--- src/rtl/demux_1t4_ld_pkg.sv ---
// Shared constants for the 1-to-4 round-robin word distributor and its
// helper decoder: state encoding and slot geometry.
package demux_1t4_ld_pkg;

  typedef enum logic {
    LOAD = 1'b0,
    HOLD = 1'b1
  } state_e;

  localparam int NSLOT  = 4;
  localparam int SLOT_W = 2;

endpackage

--- src/rtl/demux_1t4_ld_dec_2t4_en.sv ---
// Slot write-enable decoder: turns a 2-bit slot index plus an accept strobe
// into a one-hot per-slot enable, all zero when the strobe is low.
module dec_2t4_en
  import demux_1t4_ld_pkg::*;
(
  input  logic [SLOT_W-1:0] sel,
  input  logic              en,
  output logic [NSLOT-1:0]  onehot
);

  // One-hot decode of sel, gated by en
  always_comb begin
    onehot = 4'b0000;
    if (en) begin
      case (sel)
        2'd0:    onehot = 4'b0001;
        2'd1:    onehot = 4'b0010;
        2'd2:    onehot = 4'b0100;
        2'd3:    onehot = 4'b1000;
        default: onehot = 4'b0000;
      endcase
    end else begin
      onehot = 4'b0000;
    end
  end

endmodule

--- src/rtl/demux_1t4_ld.sv ---
// Sequential 1-to-4 distributor: loads accepted words round-robin into four
// held registers, then holds the full set until the consumer acknowledges it.
module demux_1t4_ld
  import demux_1t4_ld_pkg::*;
#(
  parameter int n = 8
) (
  input  logic                CLK,
  input  logic                RST,
  input  logic [n-1:0]        D_IN,
  input  logic                LD,
  output logic                RDY,
  input  logic                ACK,
  output logic [n-1:0]        D0,
  output logic [n-1:0]        D1,
  output logic [n-1:0]        D2,
  output logic [n-1:0]        D3,
  output logic [NSLOT-1:0]    VLD,
  output logic [SLOT_W-1:0]   SEL,
  output logic                FULL
);

  state_e             state_r;
  state_e             state_s;
  logic [SLOT_W-1:0]  sel_r;
  logic [NSLOT-1:0]   vld_r;
  logic [n-1:0]       d_r [NSLOT];
  logic               accept_s;
  logic               release_s;
  logic [NSLOT-1:0]   we_s;

  dec_2t4_en u_dec (
    .sel    (sel_r),
    .en     (accept_s),
    .onehot (we_s)
  );

  // Next-state and handshake decode from the current state
  always_comb begin
    state_s   = state_r;
    accept_s  = 1'b0;
    release_s = 1'b0;
    case (state_r)
      LOAD: begin
        accept_s = LD;
        if (LD && (sel_r == 2'd3)) begin
          state_s = HOLD;
        end else begin
          state_s = LOAD;
        end
      end
      HOLD: begin
        // LD is dropped here even when it arrives together with ACK
        release_s = ACK;
        if (ACK) begin
          state_s = LOAD;
        end else begin
          state_s = HOLD;
        end
      end
      default: begin
        state_s = LOAD;
      end
    endcase
  end

  // State register
  always_ff @(posedge CLK) begin
    if (RST) begin
      state_r <= LOAD;
    end else begin
      state_r <= state_s;
    end
  end

  // Slot registers, valid bits and round-robin pointer
  always_ff @(posedge CLK) begin
    if (RST) begin
      sel_r <= 2'd0;
      vld_r <= 4'b0000;
      for (int k = 0; k < NSLOT; k++) begin
        d_r[k] <= '0;
      end
    end else if (accept_s) begin
      // 2-bit wrap takes the pointer from 3 back to 0 on the set's last word
      sel_r <= sel_r + 2'd1;
      vld_r <= vld_r | we_s;
      for (int k = 0; k < NSLOT; k++) begin
        if (we_s[k]) begin
          d_r[k] <= D_IN;
        end
      end
    end else if (release_s) begin
      vld_r <= 4'b0000;
    end
  end

  assign RDY  = (state_r == LOAD);
  assign FULL = (state_r == HOLD);
  assign SEL  = sel_r;
  assign VLD  = vld_r;
  assign D0   = d_r[0];
  assign D1   = d_r[1];
  assign D2   = d_r[2];
  assign D3   = d_r[3];

endmodule

--- config.mk ---
export PLATFORM = sky130hd
export DESIGN_NAME = demux_1t4_ld
export DESIGN_NICKNAME = d
export VERILOG_FILES = /design/src/rtl/demux_1t4_ld_pkg.sv /design/src/rtl/demux_1t4_ld_dec_2t4_en.sv /design/src/rtl/demux_1t4_ld.sv
export SDC_FILE = /design/constraint.sdc
export NUM_CORES = 1
export LEC_CHECK = 0
export ABC_CLOCK_PERIOD_IN_PS = 1300
export CAP_MARGIN = 30
export CORE_ASPECT_RATIO = 1.5
export CORE_MARGIN = 5
export CORE_UTILIZATION = 45
export DETAILED_ROUTE_END_ITERATION = 10
export PLACE_DENSITY = 0.85
export SYNTH_ARGS = -nofsm -noshare
export SYNTH_HDL_FRONTEND = slang
export SYNTH_SLANG_ARGS = --single-unit
--- constraint.sdc ---
create_clock -name CLK -period 1.3 [get_ports CLK]
set_input_delay 0.13 -clock CLK [delete_from_list [all_inputs] [get_ports CLK]]
set_output_delay 0.13 -clock CLK [all_outputs]
set_load 0.005 [all_outputs]
==> impl.org, run 1 <==
** STA
- After layout, the minimum clock period comes to 1.33 ns.
- Period Utilization, post-route :: 1.02
- Setup slack on the critical path of the routed design comes to -0.0315 ns.
- Setup total negative slack on the finished layout was measured at -0.351 ns.
- The count of final max-slew check failures was 0.
- Number of hold violations in the final report :: 0
- At the pin with the least slew margin, the transition time is 0.331 ns.
- Achievable clock frequency :: 751 MHz
- Final setup violating endpoints :: 23
- Setup repair after global routing could not meet its margin everywhere.
- Slew headroom :: 0.780
- Clock skew after layout :: 0.00813 ns

** Drt
- Using the TritonRoute via totals, the vias-per-cell ratio works out to around 5.
- DRC viols :: 0
- DR pass1 iterations :: 4
- Total vias in the final route :: between 1000 and 1500
- Routed length per instance :: about 16 um
- After the first detailed-routing iteration, the DRC count stood at a little under 50.
- Count of nets left with antenna violations after detail routing :: 0
- The final layout contains routed wiring with a total length of ~3.5 mm.

** Synth
- sky130_fd_sc_hd__edfxtp_1 takes more of the synthesized area than any other cell.
- After synthesis, the mean cell area works out to 13.7 um^2.
- Counting every net in the synthesized netlist gives 133.
- Of the total synthesized cell area, the portion taken by full adders, half adders and majority gates is 0.0312.
- Portion of netlist area occupied by mux cells :: 0.00703
- In this run, synthesis produced a sequential element count of 39.
- The synthesized-area fraction occupied by ao, oa, aoi and oai cells was 0.0546.
- Xor and xnor area share after synthesis :: 0
- In the post-synthesis netlist, the biggest area contributors are sky130_fd_sc_hd__edfxtp_1 (60%), sky130_fd_sc_hd__dfxtp_1 (8.7%), sky130_fd_sc_hd__nor2_1 (5.9%).
- For this run, the number of Yosys warnings is 0.
- The share of synthesized area in the top cell type comes to 0.600.
- Largest family of logic cells by synthesized area :: simple AND/OR/NAND/NOR gates
- Of the total synthesized cell area, the portion taken by AND, OR, NAND and NOR gates is 0.182.
- Distinct cells, synth :: 22
- Share of synthesized area occupied by flip-flops and latches :: 0.687
- Synthesis handed over a netlist of 117 instances.
- The mapped netlist covers between 1500 and 2000 um^2.

** Cells and area
- After the last flow step, the layout net total stands at 199.
- Across the whole layout, storage elements account for roughly 1100 um^2.
- Layout area overhead :: 45.7%
- Share of the core filled with cells in the final layout :: 0.684
- Final standard cell area without fillers :: 2330 um^2
- Summing all multi-input logic gate instances after layout gives about 460 um^2.
- Fraction of layout instances using a drive strength above 1 :: 0.174
- 0 antenna diodes ended up in the layout.
- Final cell count without fillers :: roughly 230
- Counting the fill cells in the layout gives between 200 and 300.

** GRT
- Pin count of the biggest net entering global routing :: 12
- The number of antenna violations at the first check in global routing came to 0.
- Wire length of the first global-routing pass :: around 5.4 mm
- The via count of the first global-routing pass was around 1200.
- In the global route stage, overall resource usage came out at 0.147.
- Global routing finished with a remaining overflow of 0.

** Placement
- Before CTS, the worst setup slack after placement is -0.190 ns.
- Placed cells :: ~210
- Final RePlAce weighted congestion :: between 0.7 and 0.8
- Final HPWL from detailed placement :: approximately 2.7 mm
- I/O Buffers :: 51
- Placed cell areas :: approximately 2200 um^2

** Worst setup path
- STA puts the critical path data required time at between 1 and 1.5 ns.
- In this run the worst path has a maximum fanout of 4.
- Arrival time reported for the critical path endpoint :: between 1 and 1.5 ns
- Crit. End Element :: register
- STA classifies the critical path startpoint as a register.
- Reg2reg setup slack :: -0.03 ns
- By startpoint and endpoint, the worst setup path is classified as reg2reg.

** Clock network
- No sink is reached through more buffers than the 2 on the longest clock path.
- Clock buffer count from CTS :: 5
- Clk_lat worst skew :: ~0.29 ns
- For this design, the sink count on the clock tree is 39.
- H-Tree Depth :: 2
- Hold repair after CTS inserted 0 buffers.
- After clock tree synthesis, the clock-pin slew on the worst setup and hold paths is 0.07 ns.
- Library cell used as clock root buffer :: sky130_fd_sc_hd__clkbuf_8
- TritonCTS built the clock tree.

** Die
- The floorplan step defined a die boundary enclosing a little under 5000 um^2.
- For this configuration, the core starts out at a cell density of 0.469.
- 52 I/O pins were placed.
- Row generation in the floorplan step produced 26 rows.
- Die X :: 58.7 um
- In this run the standard cell core region covers between 3000 and 4000 um^2.
- Vertical die dimension :: just over 80 um

** Power
- VDD sags by at most a little over 1 mV.
- Static leakage power :: just over 0.0009 uW
- Pwr Density :: approximately 1100 nW/um^2

** Job
- Max-cap violation count :: 0

** Run status
- The run finished, with violations left.
- The final reports fail on negative setup slack.

** Min path
- Hold/Removal Path Class :: in2reg
[final timing paths]
path / startpoint / endpoint / cells past startpoint
hold reg to reg: VLD[1] / VLD[1] / 2
hold / removal: ACK / FULL / 2
setup reg to reg: SEL[0] / d_r[1][7] / 4
setup / recovery: SEL[0] / d_r[1][7] / 4
[state kept, by name, summed over array words and instances, names as in the netlist]
| register | cells |
|---|---|
| FULL | 1 |
| SEL | 2 |
| VLD | 4 |
| d_r | 32 |
[worst max-delay path, stage by stage, from the launching register on]
cell and delay (ns):
sky130_fd_sc_hd__dfxtp_2 0.33, sky130_fd_sc_hd__buf_4 0.13, sky130_fd_sc_hd__ha_1 0.22, sky130_fd_sc_hd__and4bb_2 0.25, sky130_fd_sc_hd__and2_1 0.16
[per-layer routing]
metal  global-route usage  vias up  wire length, um
li1                     -      544                -
met3               0.0326        9              141
met2                0.274       38             2090
met5                    0        -                0
met1                0.142      544             1230
met4               0.0763        0               76
[final cells by class]
class                           instances  area share
Clock inverter                          1     0.00214
Multi-Input combinational cell         67       0.199
Sequential cell                        39       0.475
Timing Repair Buffer                   64       0.259
Inverter                                6     0.00965
Tap cell                               42      0.0225
Clock buffer                            7      0.0327
[kinds of logic after synthesis]
| kind of cell | Yosys count |
|---|---|
| buffers and inverters | 12 |
| adders and majority gates | 4 |
| DFF | 39 |
| muxes | 1 |
| AOI/OAI and AO/OA | 10 |
| and+or+nand+nor | 51 |
[power breakdown]
group,internal (uW),switching [uW],leakage [uW]
combinational,225,161,0.000482
sequential,1440,27.0,0.000395
clock,376,375,0.0000422
total,2040,563,0.000919
[stage by stage]
| stage | power [uW] | hold WS (ns) |
|---|---|---|
| 6_report | 2600 | 0.466 |
| 4_1_cts | 2620 | 0.454 |
| 3_5_place_dp | 1870 | 0.470 |
| 5_1_grt | 2720 | 0.459 |
| 3_3_place_gp | 1850 | 0.456 |
| 2_1_floorplan | 1620 | 0.245 |
[cell usage in the layout (no fill, tap or decap), types with 2 or more instances in the layout]
cell / netlist / routed
sky130_fd_sc_hd__clkdlybuf4s50_1: 0 / 43
sky130_fd_sc_hd__edfxtp_1: 32 / 32
sky130_fd_sc_hd__nor2_1: 25 / 25
sky130_fd_sc_hd__buf_4: 1 / 13
sky130_fd_sc_hd__and2_1: 9 / 9
sky130_fd_sc_hd__nand3b_1: 8 / 8
sky130_fd_sc_hd__inv_1: 6 / 6
sky130_fd_sc_hd__dlygate4sd2_1: 0 / 6
sky130_fd_sc_hd__clkbuf_8: 0 / 5
sky130_fd_sc_hd__ha_1: 4 / 4
sky130_fd_sc_hd__dfxtp_2: 0 / 3
sky130_fd_sc_hd__dfxtp_1: 7 / 3
sky130_fd_sc_hd__nand2b_1: 4 / 3
sky130_fd_sc_hd__o32ai_1: 3 / 3
sky130_fd_sc_hd__a21o_1: 4 / 2
sky130_fd_sc_hd__nand2b_2: 1 / 2
sky130_fd_sc_hd__clkbuf_1: 0 / 2
sky130_fd_sc_hd__dlymetal6s2s_1: 0 / 2
[what timing repair did]
action | in CTS | in global routing
endpoints found under the setup margin | 7 | 41
gates resized for setup | 12 | 5
setup buffers | 3 | 0
gates cloned | 0 | 1
[Yosys cell counts, drive strengths merged]
master,number
ha,4
nor2b,2
nand2b,5
o32ai,4
a21o,4
and4bb,1
inv,6
buf,6
mux2,1
nor2,25
edfxtp,32
nand3b,8
o31ai,1
and2,9
nand4bb,1
dfxtp,7
o21bai,1
(Power assumes the default switching activity.)
==> inputs of run 2 (changes only) <==
Settings changed: SYNTH_HIERARCHICAL set to 1.
==> impl.org, run 2 <==
** Die
- The floorplan step set the die width to around 60 um.
- 52 I/O pins were placed.
- Number of cell rows :: 26
- Total die area :: 4890 um^2
- Core area :: around 3400 um^2
- Initial cell density of the core :: 0.471
- The floorplan step set the die height to about 83 um.

** Synth
- FFs w/ async S/R, synth :: 0
- Counting distinct cell types in the post-synthesis netlist gives 26.
- Synthesis inferred 39 register bits.
- Most numerous cell in the Yosys netlist :: sky130_fd_sc_hd__edfxtp_1
- Synthesis produced a netlist with a net count of 131.
- Area fraction of the dominant cell type after synthesis :: 0.598
- Prevailing post-synth register cell :: sky130_fd_sc_hd__edfxtp_1
- The cell area that synthesis handed to floorplanning was about 1600 um^2.
- Cells after Synth :: 118
- Synth top area cells :: sky130_fd_sc_hd__edfxtp_1 (60%), sky130_fd_sc_hd__dfxtp_1 (8.7%), sky130_fd_sc_hd__nor2_1 (5.8%)
- Yosys warnings :: 6
- Of all cell types, the one taking the most synthesized area is sky130_fd_sc_hd__edfxtp_1.
- Leading post-synthesis cells by instance count :: sky130_fd_sc_hd__edfxtp_1 (32), sky130_fd_sc_hd__nor2_1 (25), sky130_fd_sc_hd__and2_1 (8), sky130_fd_sc_hd__nand3b_1 (8), sky130_fd_sc_hd__dfxtp_1 (7)
- Share of synthesized area occupied by flip-flops and latches :: 0.685
- Number of enable flip-flop cells after synthesis :: 32
- Averaged over all synthesized cells, the footprint is about 14 um^2.

** GRT
- The first global-routing pass estimated slightly below 6 mm of wire.
- Global routing usage summed across all routing layers :: 0.159
- Initial antenna violation count :: 0
- Global routing finished with a remaining overflow of 0.
- The via count of the first global-routing pass is between 1000 and 1500.
- Entering global routing, the biggest net connects 13 pins.

** Cells and area
- Once layout is done, the placed cells without fillers occupy roughly 2400 um^2.
- Of the cells placed in the final design, the portion with a size suffix greater than 1 is 0.259.
- The register with the most flip-flops in the layout has 32 of them.
- Top library cells by usage in the layout, fill and taps aside :: sky130_fd_sc_hd__clkdlybuf4s50_1 (43), sky130_fd_sc_hd__edfxtp_1 (32), sky130_fd_sc_hd__nor2_1 (22)
- Largest register by flop count :: d_r
- The number of antenna diodes in the final layout is 0.
- Layout area overhead :: 52.0%
- Commonest non-fill, non-tap cell in the layout :: sky130_fd_sc_hd__clkdlybuf4s50_1
- At the end of the flow, the number of nets in the layout was around 200.

** Drt
- Detailed routing inserted a total of around 1200 vias.
- The first routing iteration left 30 violations.
- The final layout contains routed wiring with a total length of 3.83 mm.
- The count of nets left with antenna violations once routing finished came out at 0.
- DR pass1 iterations :: 4
- Vias per inst :: ~5
- After detailed routing, the average wire length per cell comes to around 17 um.
- DRC viols :: 0

** Power
- Across the VDD grid, the largest voltage drop is 0.862 mV.
- Static leakage power :: 0.000980 uW
- The design draws ~2600 uW.
- Power spread over the standard cell area amounts to ~1100 nW/um^2.

** Placement
- I/O Buffers :: 51
- Before CTS, the worst setup slack after placement is -0.469 ns.
- Placed cell areas :: between 2000 and 2500 um^2
- The congestion estimate from routability-driven global placement came to 0.817.
- Detailed placement ended at an HPWL of ~2.6 mm.

** STA
- Number of hold violations in the final report :: 0
- Setup repair after global routing could not meet its margin everywhere.
- Setup violations remaining at the end of the flow were counted as 11.
- Setup TNS :: -0.169 ns
- Once routing completed, OpenROAD measured the worst setup slack at -0.0378 ns.
- Achievable clock frequency :: approximately 750 MHz
- Period Utilization, post-route :: 1.03
- Final min period :: around 1.3 ns
- In this run the tightest slew margin relative to its limit is 0.852.
- For the pin with the worst max-slew slack, the measured transition is ~0.22 ns.
- Clock skew after layout :: slightly above 0.007 ns
- Max-slew violation count :: 0

** Clock network
- CTS tree :: built
- Number of clock sinks seen by CTS :: 39
- CTS built an H-tree with a depth of 2.
- Library cell used as clock root buffer :: sky130_fd_sc_hd__clkbuf_8
- After clock tree synthesis, the clock-pin slew on the worst setup and hold paths is 0.07 ns.
- Clock buffer count from CTS :: 5
- The clock passes through at most 2 buffers.
- Clk_lat worst skew :: just under 0.3 ns

** Job
- Across the run, the number of max-cap violations was 0.

** Worst setup path
- STA puts the critical path data required time at roughly 1.4 ns.
- The worst setup path is launched from a register.
- For the worst setup path, the data arrival time is roughly 1.5 ns.
- Crit path kind :: reg2reg
- Of all nets on the critical path, the largest fanout is 8.
- Crit. End Element :: register

** Run status
- The run finished, with violations left.
- The final reports fail on negative setup slack.

** Min path
- Hold/Removal Path Class :: in2reg
## run 2: cells by family (layout without fill, tap and decap cells)
kind of cell    Yosys count  count (layout)  share of synthesized area
compound gates           10              10                     0.0576
fa+ha+maj                 1               1                    0.00778
buf+inv                   9              75                     0.0296
flops                    39              39                      0.685
mux                       1               1                    0.00934
simple gates             58              59                      0.211
## run 2: layer usage
layer | vias to the layer above | global-route usage | part of all wire
li1 | 552 | - | -
met2 | 43 | 0.287 | 0.57
met5 | - | 0 | 0
met4 | 0 | 0.0742 | 0.022
met1 | 557 | 0.164 | 0.36
met3 | 7 | 0.0388 | 0.050
## run 2: worst max-delay path, stage by stage, from the launching register on
cell                       delay (ns)
sky130_fd_sc_hd__dfxtp_4         0.36
sky130_fd_sc_hd__nor2b_4         0.17
sky130_fd_sc_hd__nor3b_4         0.27
sky130_fd_sc_hd__buf_4           0.17
sky130_fd_sc_hd__nand2b_4        0.09
sky130_fd_sc_hd__nor2_1          0.13
## run 2: area by class of cell
type,instances,area [um^2]
Clock inverter,1,5.00
Timing Repair Buffer,65,646
Fill cell,250,972
Multi-Input combinational cell,71,544
Sequential cell,39,1110
Inverter,2,7.51
Clock buffer,7,76.3
Tap cell,42,52.6
## run 2: path summary, 6_finish.rpt
check,startpoint,endpoint,slack [ns],cells past startpoint
setup / recovery,FULL,d_r[0][0],-0.04,5
setup reg to reg,FULL,d_r[0][0],-0.04,5
hold reg to reg,VLD[3],VLD[3],0.49,1
hold / removal,LD,FULL,0.46,3
## run 2: what timing repair did
action | 4_1_cts | 5_1_grt
gates resized for setup | 13 | 16
setup endpoints to repair | 69 | 66
hold buffers | 0 | 0
buffers inserted | 3 | 3
endpoints found under the hold margin | 0 | 0
cloned | 1 | 0
pin swaps | 1 | 2
## run 2: power by group
part	switching (uW)	internal, uW	leakage [uW]	total (uW)
sequential	23.5	1410	0.000392	1440
clock	399	376	0.0000422	775
combinational	163	232	0.000546	395
total	585	2020	0.000980	2610
## run 2: through the flow
step | cells | utilization | hold slack (ns)
after global placement | 212 | 0.645 | 0.471
after detailed placement | 212 | 0.645 | 0.464
after CTS | 224 | 0.693 | 0.442
final | 227 | 0.715 | 0.458
after floorplan | 118 | - | 0.328
after global routing | 227 | 0.715 | 0.497
